===== src/rtl/fp8_sa_pkg.sv =====
// Shared definitions for the FP8 systolic-array feeder: element width,
// default array dimension and the feeder FSM state type.
package fp8_sa_pkg;
  localparam int FP8_W     = 8;
  localparam int N_DEFAULT = 16;

  typedef enum logic [1:0] {
    ST_IDLE,
    ST_FEED,
    ST_FLUSH
  } feed_state_e;
endpackage


===== src/rtl/skew_delay_line.sv =====
// Reset-to-zero shift register; output lags input by DEPTH cycles.
module skew_delay_line
  import fp8_sa_pkg::*;
#(
  parameter int DEPTH = 1,
  parameter int WIDTH = FP8_W
) (
  input  logic             clk,
  input  logic             rst_n,
  input  logic [WIDTH-1:0] din,
  output logic [WIDTH-1:0] dout
);

  logic [WIDTH-1:0] stage_reg [DEPTH];

  always_ff @(posedge clk or negedge rst_n) begin
    if (!rst_n) begin
      for (int k = 0; k < DEPTH; k++) stage_reg[k] <= '0;
    end else begin
      stage_reg[0] <= din;
      for (int k = 1; k < DEPTH; k++) stage_reg[k] <= stage_reg[k-1];
    end
  end

  assign dout = stage_reg[DEPTH-1];

endmodule


===== src/rtl/fp8_skew_feeder.sv =====
// Streams FP8 A/B vectors into a systolic array, skewing lane i by i cycles
// and flushing zeros until the last vector has cleared every lane.
module fp8_skew_feeder
  import fp8_sa_pkg::*;
#(
  parameter int N     = N_DEFAULT,
  parameter int LEN_W = 8
) (
  input  logic               clk,
  input  logic               rst_n,
  input  logic               start,
  input  logic [LEN_W-1:0]   len,
  input  logic               in_valid,
  output logic               in_ready,
  input  logic [FP8_W*N-1:0] a_vec,
  input  logic [FP8_W*N-1:0] b_vec,
  output logic [FP8_W*N-1:0] A_bus,
  output logic [FP8_W*N-1:0] B_bus,
  output logic               busy,
  output logic               done
);

  localparam int FLUSH_W = (N > 2) ? $clog2(N - 1) : 1;
  localparam logic [FLUSH_W-1:0] FLUSH_LAST = FLUSH_W'(N - 2);

  feed_state_e        state_reg, state_next;
  logic [LEN_W-1:0]   remaining_reg, remaining_next;
  logic [FLUSH_W-1:0] flush_cnt_reg, flush_cnt_next;
  logic               done_reg, done_next;
  logic [FP8_W*N-1:0] push_a, push_b;

  always_ff @(posedge clk or negedge rst_n) begin
    if (!rst_n) begin
      state_reg     <= ST_IDLE;
      remaining_reg <= '0;
      flush_cnt_reg <= '0;
      done_reg      <= 1'b0;
    end else begin
      state_reg     <= state_next;
      remaining_reg <= remaining_next;
      flush_cnt_reg <= flush_cnt_next;
      done_reg      <= done_next;
    end
  end

  always_comb begin
    state_next     = state_reg;
    remaining_next = remaining_reg;
    flush_cnt_next = flush_cnt_reg;
    done_next      = 1'b0;
    in_ready       = 1'b0;
    push_a         = '0;
    push_b         = '0;
    case (state_reg)
      ST_IDLE: begin
        if (start) begin
          if (len != '0) begin
            state_next     = ST_FEED;
            remaining_next = len;
          end else begin
            done_next = 1'b1;
          end
        end
      end
      ST_FEED: begin
        in_ready = 1'b1;
        // A cycle without in_valid leaves the zero bubble in push_a/push_b.
        if (in_valid) begin
          push_a         = a_vec;
          push_b         = b_vec;
          remaining_next = remaining_reg - 1'b1;
          if (remaining_reg == LEN_W'(1)) begin
            flush_cnt_next = '0;
            if (N > 1) begin
              state_next = ST_FLUSH;
            end else begin
              state_next = ST_IDLE;
              done_next  = 1'b1;
            end
          end
        end
      end
      ST_FLUSH: begin
        if (flush_cnt_reg == FLUSH_LAST) begin
          state_next = ST_IDLE;
          done_next  = 1'b1;
        end else begin
          flush_cnt_next = flush_cnt_reg + 1'b1;
        end
      end
      default: state_next = ST_IDLE;
    endcase
  end

  assign busy = (state_reg != ST_IDLE);
  assign done = done_reg;

  // Lane i is delayed i+1 cycles so the array sees a diagonal wavefront.
  generate
    for (genvar gi = 0; gi < N; gi++) begin : g_lane
      skew_delay_line #(.DEPTH(gi + 1), .WIDTH(FP8_W)) u_dl_a (
        .clk  (clk),
        .rst_n(rst_n),
        .din  (push_a[gi*FP8_W +: FP8_W]),
        .dout (A_bus[gi*FP8_W +: FP8_W])
      );
      skew_delay_line #(.DEPTH(gi + 1), .WIDTH(FP8_W)) u_dl_b (
        .clk  (clk),
        .rst_n(rst_n),
        .din  (push_b[gi*FP8_W +: FP8_W]),
        .dout (B_bus[gi*FP8_W +: FP8_W])
      );
    end
  endgenerate

endmodule


===== config.mk =====
export PLATFORM = sky130hd
export DESIGN_NAME = fp8_skew_feeder
export DESIGN_NICKNAME = d
export VERILOG_FILES = /design/src/rtl/fp8_sa_pkg.sv /design/src/rtl/skew_delay_line.sv /design/src/rtl/fp8_skew_feeder.sv
export SDC_FILE = /design/constraint.sdc
export NUM_CORES = 1
export LEC_CHECK = 0
export BUFFER_PORTS_ARGS = -buffer_cell sky130_fd_sc_hd__clkbuf_2
export CAP_MARGIN = 30
export CORE_ASPECT_RATIO = 1.75
export CORE_UTILIZATION = 40
export DETAILED_ROUTE_END_ITERATION = 8
export HOLD_SLACK_MARGIN = 0.15
export PLACE_DENSITY_LB_ADDON = 0.15
export SYNTH_ARGS = -nofsm -noshare
export SYNTH_HDL_FRONTEND = slang
export SYNTH_SLANG_ARGS = --single-unit
export TNS_END_PERCENT = 1

===== constraint.sdc =====
create_clock -name clk -period 1.8 [get_ports clk]
set_input_delay 0.09 -clock clk [delete_from_list [all_inputs] [get_ports clk]]
set_output_delay 0.09 -clock clk [all_outputs]
set_load 0.02 [all_outputs]

==> out/summary.txt, run 1 <==
number of I/O pins -> 527
post-route ant nets -> 0
CORE AREA -> 147000 um^2
syn nets -> 3102
Residual DRC -> 0
asr flop ratio synth -> 100%
post-DR wirelength/cell -> 16.3 um
number of synthesized flops with an enable pin -> 0
Reg area -> 54800 um^2
Ys Warns -> 0
Vias -> 24700
Num Clock Sinks -> 2191
library cells used by synthesis -> 40
Final Hold Viols -> 0
CTS Buf Count -> 186
Max transition margin -> 46.5%
crit start category -> register
crit path kind -> reg -> reg
initial core utilization -> 40.2%
final hold slack -> 287 ps
cell area after layout -> 75000 um^2
CTS Root Cell -> clkbuf_16
post-synthesis register bit count -> 2191
Non-Filler Instances -> 5922
commonest cells after routing, fill and taps aside -> dfrtp_1, dlygate4sd3_1, clkbuf_2, and3_1, clkbuf_16
nets -> 4141
Top FF cell, synth -> dfrtp_1
Slew @ Worst Pin -> 802 ps
highest clock rate -> 0.518 GHz
Final Skew -> 20.8 ps
DPL Wire Length -> 55.4 mm
Clock Tree Buf Depth -> 3
full die area -> 149000 um^2
clk_lat worst skew -> 790 ps
PnR worst setup slack -> -131 ps
total negative slack -> -251 ps
first-pass GRT wire length -> 156 mm
layout cells sized above 1 -> 23.2%
CTS tree -> done
Placed Area -> 63200 um^2
Critical Path Sink Type -> register
Rows -> 186
status -> finished with violations
total wire length -> 96.6 mm
HP Class -> in -> reg
drt initial violations -> 1172
fill count -> 11700
multi-input logic area -> 2150 um^2
violated checks -> setup timing
initial antenna violation count -> 35
Worst Setup Slack post-DPL -> 4.19 ps
peak supply drop -> 1200 uV
pins over their slew limit -> 0
CP Max Fanout -> 4
Max Cap Viol -> 0
Period minus WS final -> 1930 ps
Final GP Congestion -> 0.859
worst path required time -> 2440 ps
Period Utilization, post-route -> 107%
Inst Count DP -> 5024
largest net degree at the start of global routing -> 191
RSZ-0062 raised after global routing -> true
H-tree depth -> 4
most common cell after layout, fill and taps aside -> dfrtp_1
Cell Area, Synth -> 59000 um^2
fin util -> 51.2%
final setup fails -> 6
DRT Pass-1 Iters -> 6
Power Dens Cells -> 1410 nW/um^2
Cells after Synth -> 2830
static leakage -> 38.5 nW
crit path DAT -> 2570 ps
vias per cell -> 4.18
power after layout -> 106 mW
grt ovf -> 0
clock slew at reported path FFs -> 70 ps
syn_area_per_cell -> 20.8 um^2
vias in the first global route -> 28400
die width -> 292 um
Global Route Usage Sum -> 13.5%
P&R area growth vs syn -> 27.2%
Die Height -> 510 um
IO Port Bufs -> 526
Seq/Total Area, Yosys -> 92.9%
==> final timing paths <==
path	to	cells past startpoint	slack, ps	from
setup / recovery	remaining_reg[6]	6	-130	remaining_reg[1]
hold / removal	remaining_reg[1]	4	290	len[1]
max in group asynchronous	g_lane[10].u_dl_a.stage_reg[87]	6	340	rst_n
setup reg to reg	remaining_reg[6]	6	-130	remaining_reg[1]
hold reg to reg	g_lane[13].u_dl_a.stage_reg[22]	0	330	g_lane[13].u_dl_a.stage_reg[30]
min in group asynchronous	g_lane[10].u_dl_b.stage_reg[46]	4	530	rst_n
==> critical path, stage by stage (launching register included) <==
cell and delay [ps]:
dfrtp_1 390, inv_1 140, ha_1 220, nand2b_1 160, o41a_1 380, o31ai_1 310, o21ai_1 180
==> layer usage <==
metal | track usage [%] | part of all wire, %
met2 | 20.8 | 47
met1 | 16.0 | 39
met3 | 6.20 | 9.7
met4 | 6.76 | 4.4
met5 | 0 | 0.25
==> kinds of logic (layout without fill, tap and decap cells) <==
family / Yosys count / in the layout / share of synthesized area [%]
flops: 2191 / 2191 / 92.9
other cells: 0 / 17 / 0
fa+ha+maj: 4 / 4 / 0.0848
mux: 3 / 3 / 0.0551
simple gates: 297 / 297 / 3.12
buf+inv: 305 / 1500 / 3.48
xor+xnor: 2 / 2 / 0.0297
compound gates: 28 / 28 / 0.310
==> layout make-up <==
cell class	instances	share of cell area, %
well taps	1880	3.13
clock buffers	259	7.02
flip-flops and latches	2191	73.1
clock inverters	85	1.49
diodes	17	0.0567
multi-input cells	334	2.86
inverters	5	0.0317
repair buffers	1151	12.3
==> repair_timing <==
item,4_1_cts,5_1_grt
hold buffers,532,0
pin swaps,1,2
hold endpoints to repair,2462,0
setup buffers,3,1
gates cloned,1,0
resized for setup,13,6
endpoints found under the setup margin,4,11
==> Yosys cell counts, drive strengths merged, types with 3 or more instances <==
cell	n	area, um^2
nand3	3	15.0
clkbuf	56	210
dfrtp	2191	54800
inv	5	18.8
and3	256	1600
ha	4	50.1
o21ai	7	35.0
buf	244	1820
o31ai	5	37.5
nor2	15	58.8
a21oi	7	35.0
nand2b	4	25.0
nor4	4	40.0
==> where the power goes <==
| group | switching, mW | internal, mW |
|---|---|---|
| registers | 2.11 | 56.3 |
| logic | 4.22 | 2.61 |
| clock network | 17.3 | 23.5 |
| total | 23.6 | 82.4 |
(Power assumes the default switching activity.)
==> run 2: changes to the inputs <==
==> constraint.sdc (replaced) <==
create_clock -name clk -period 1.8 [get_ports clk]
set_input_delay 0.36 -clock clk [delete_from_list [all_inputs] [get_ports clk]]
set_output_delay 0.36 -clock clk [all_outputs]
set_load 0.02 [all_outputs]
==> out/summary.txt, run 2 (synthesis gave the netlist of run 1 again) <==
status -> finished with violations (unchanged)
violated checks -> setup timing (unchanged)
full die area -> 149000 um^2 (unchanged)
pins over their slew limit -> 0 (unchanged)
PnR worst setup slack -> -266 ps (was -131 ps)
Period minus WS final -> 2070 ps (was 1930 ps)
post-DR wirelength/cell -> 16.4 um (was 16.3 um)
Critical Path Sink Type -> output pin (was register)
Final Skew -> 46.7 ps (was 20.8 ps)
clk_lat worst skew -> 800 ps (was 790 ps)
Residual DRC -> 0 (unchanged)
Rows -> 186 (unchanged)
static leakage -> 37.6 nW (was 38.5 nW)
layout cells sized above 1 -> 25.1% (was 23.2%)
P&R area growth vs syn -> 23.5% (was 27.2%)
CORE AREA -> 147000 um^2 (unchanged)
crit path DAT -> 1710 ps (was 2570 ps)
clock slew at reported path FFs -> 70 ps (about the same)
crit start category -> register (unchanged)
DRT Pass-1 Iters -> 7 (was 6)
Final Hold Viols -> 0 (unchanged)
nets -> 3882 (was 4141)
FF-to-FF setup slack -> -140 ps (was -130 ps)
number of I/O pins -> 527 (unchanged)
total wire length -> 92.9 mm (was 96.6 mm)
Vias -> 23600 (was 24700)
H-tree depth -> 4 (unchanged)
vias in the first global route -> 27000 (was 28400)
Period Utilization, post-route -> 115% (was 107%)
cell area after layout -> 72900 um^2 (was 75000 um^2)
critical path launch point -> state_reg[0] (was remaining_reg[1])
Global Route Usage Sum -> 13.1% (was 13.5%)
grt ovf -> 0 (unchanged)
Max transition margin -> 52.6% (was 46.5%)
crit path kind -> reg -> out (was reg -> reg)
Worst R2R End -> remaining_reg[1] (was remaining_reg[6])
CTS tree -> done (unchanged)
IO Port Bufs -> 526 (unchanged)
first-pass GRT wire length -> 150 mm (was 156 mm)
final hold slack -> 287 ps (about the same)
Reg area -> 54800 um^2 (about the same)
multi-input logic area -> 2170 um^2 (was 2150 um^2)
Slew @ Worst Pin -> 711 ps (was 802 ps)
crit path to -> busy (was remaining_reg[6])
CP Max Fanout -> 2 (was 4)
Final GP Congestion -> 0.885 (was 0.859)
largest net degree at the start of global routing -> 131 (was 191)
CTS Root Cell -> clkbuf_16 (unchanged)
highest clock rate -> 0.484 GHz (was 0.518 GHz)
Power Dens Cells -> 1460 nW/um^2 (was 1410 nW/um^2)
most common cell after layout, fill and taps aside -> dfrtp_1 (unchanged)
CTS Buf Count -> 185 (was 186)
post-route ant nets -> 0 (unchanged)
vias per cell -> 4.18 (about the same)
peak supply drop -> 969 uV (was 1200 uV)
R2R Path Start -> state_reg[0] (was remaining_reg[1])
RSZ-0062 raised after global routing -> true (unchanged)
DPL Wire Length -> 56.0 mm (was 55.4 mm)
final setup fails -> 12 (was 6)
total negative slack -> -1120 ps (was -251 ps)
initial core utilization -> 40.2% (unchanged)
Die Height -> 510 um (unchanged)
Placed Area -> 63100 um^2 (was 63200 um^2)
fill count -> 11900 (was 11700)
initial antenna violation count -> 39 (was 35)
drt initial violations -> 1118 (was 1172)
depth of the most critical reg-to-reg path -> 7 (was 6)
Clock Tree Buf Depth -> 3 (unchanged)
worst path required time -> 1440 ps (was 2440 ps)
die width -> 292 um (unchanged)
Max Cap Viol -> 0 (unchanged)
Num Clock Sinks -> 2191 (unchanged)
Worst Setup Slack post-DPL -> -136 ps (was 4.19 ps)
commonest cells after routing, fill and taps aside -> dfrtp_1, clkbuf_2, dlygate4sd3_1, and3_1, clkbuf_16 (was dfrtp_1, dlygate4sd3_1, clkbuf_2, and3_1, clkbuf_16)
HP Class -> in -> async (was in -> reg)
==> run 2: worst max-delay path, cell delays in order, from the launching register on <==
cell and delay (ps):
dfrtp_2 430, buf_6 130, or2_4 230, buf_8 130
==> run 2: metrics by stage <==
step | instances | util (%) | power (mW)
after floorplan | 2830 | - | 61.9
after global placement | 5029 | 43.1 | 64.5
after detailed placement | 5029 | 43.1 | 65.1
after CTS | 5638 | 49.6 | 108
after global routing | 5651 | 49.7 | 111
final | 5659 | 49.7 | 106
==> run 2: final cells by class <==
cell class / instances / share of cell area, %
Antenna cell: 21 / 0.0721
Multi-Input combinational cell: 334 / 2.98
Sequential cell: 2191 / 75.2
Timing Repair Buffer: 893 / 9.60
Tap cell: 1880 / 3.23
Inverter: 5 / 0.0326
Clock inverter: 75 / 1.57
Clock buffer: 260 / 7.30
==> run 2: metal layers <==
layer / wire length (um) / part of all wire, % / global-route usage (%) / vias to the layer above
li1: - / - / - / 10300
met1: 36700 / 39 / 15.8 / 12200
met2: 43400 / 47 / 19.8 / 760
met3: 8910 / 9.6 / 6.01 / 293
met4: 3750 / 4.0 / 6.41 / 38
met5: 268 / 0.29 / 0 / -
==> run 2: power by group <==
part	switching, mW	total (mW)	internal [mW]
Sequential	2.08	58.3	56.3
Clock	17.3	41.2	23.8
Combinational	4.18	6.69	2.50
==> run 2: worst min-delay path by stage <==
stage,to,slack [ps],cells past startpoint
floorplan,done,60,0
global placement,g_lane[7].u_dl_b.stage_reg[43],330,0
detailed placement,g_lane[10].u_dl_a.stage_reg[10],330,0
CTS,g_lane[3].u_dl_a.stage_reg[27],230,3
global route,g_lane[12].u_dl_b.stage_reg[17],270,3
finish,g_lane[12].u_dl_b.stage_reg[17],290,3
==> run 2: repair_timing <==
action / CTS / global route
setup endpoints to repair: 82 / 48
setup buffers: 4 / 0
hold buffers: 269 / 0
gates cloned: 1 / 0
endpoints found under the hold margin: 2459 / 0
resized for setup: 95 / 45
pin swaps: 0 / 0
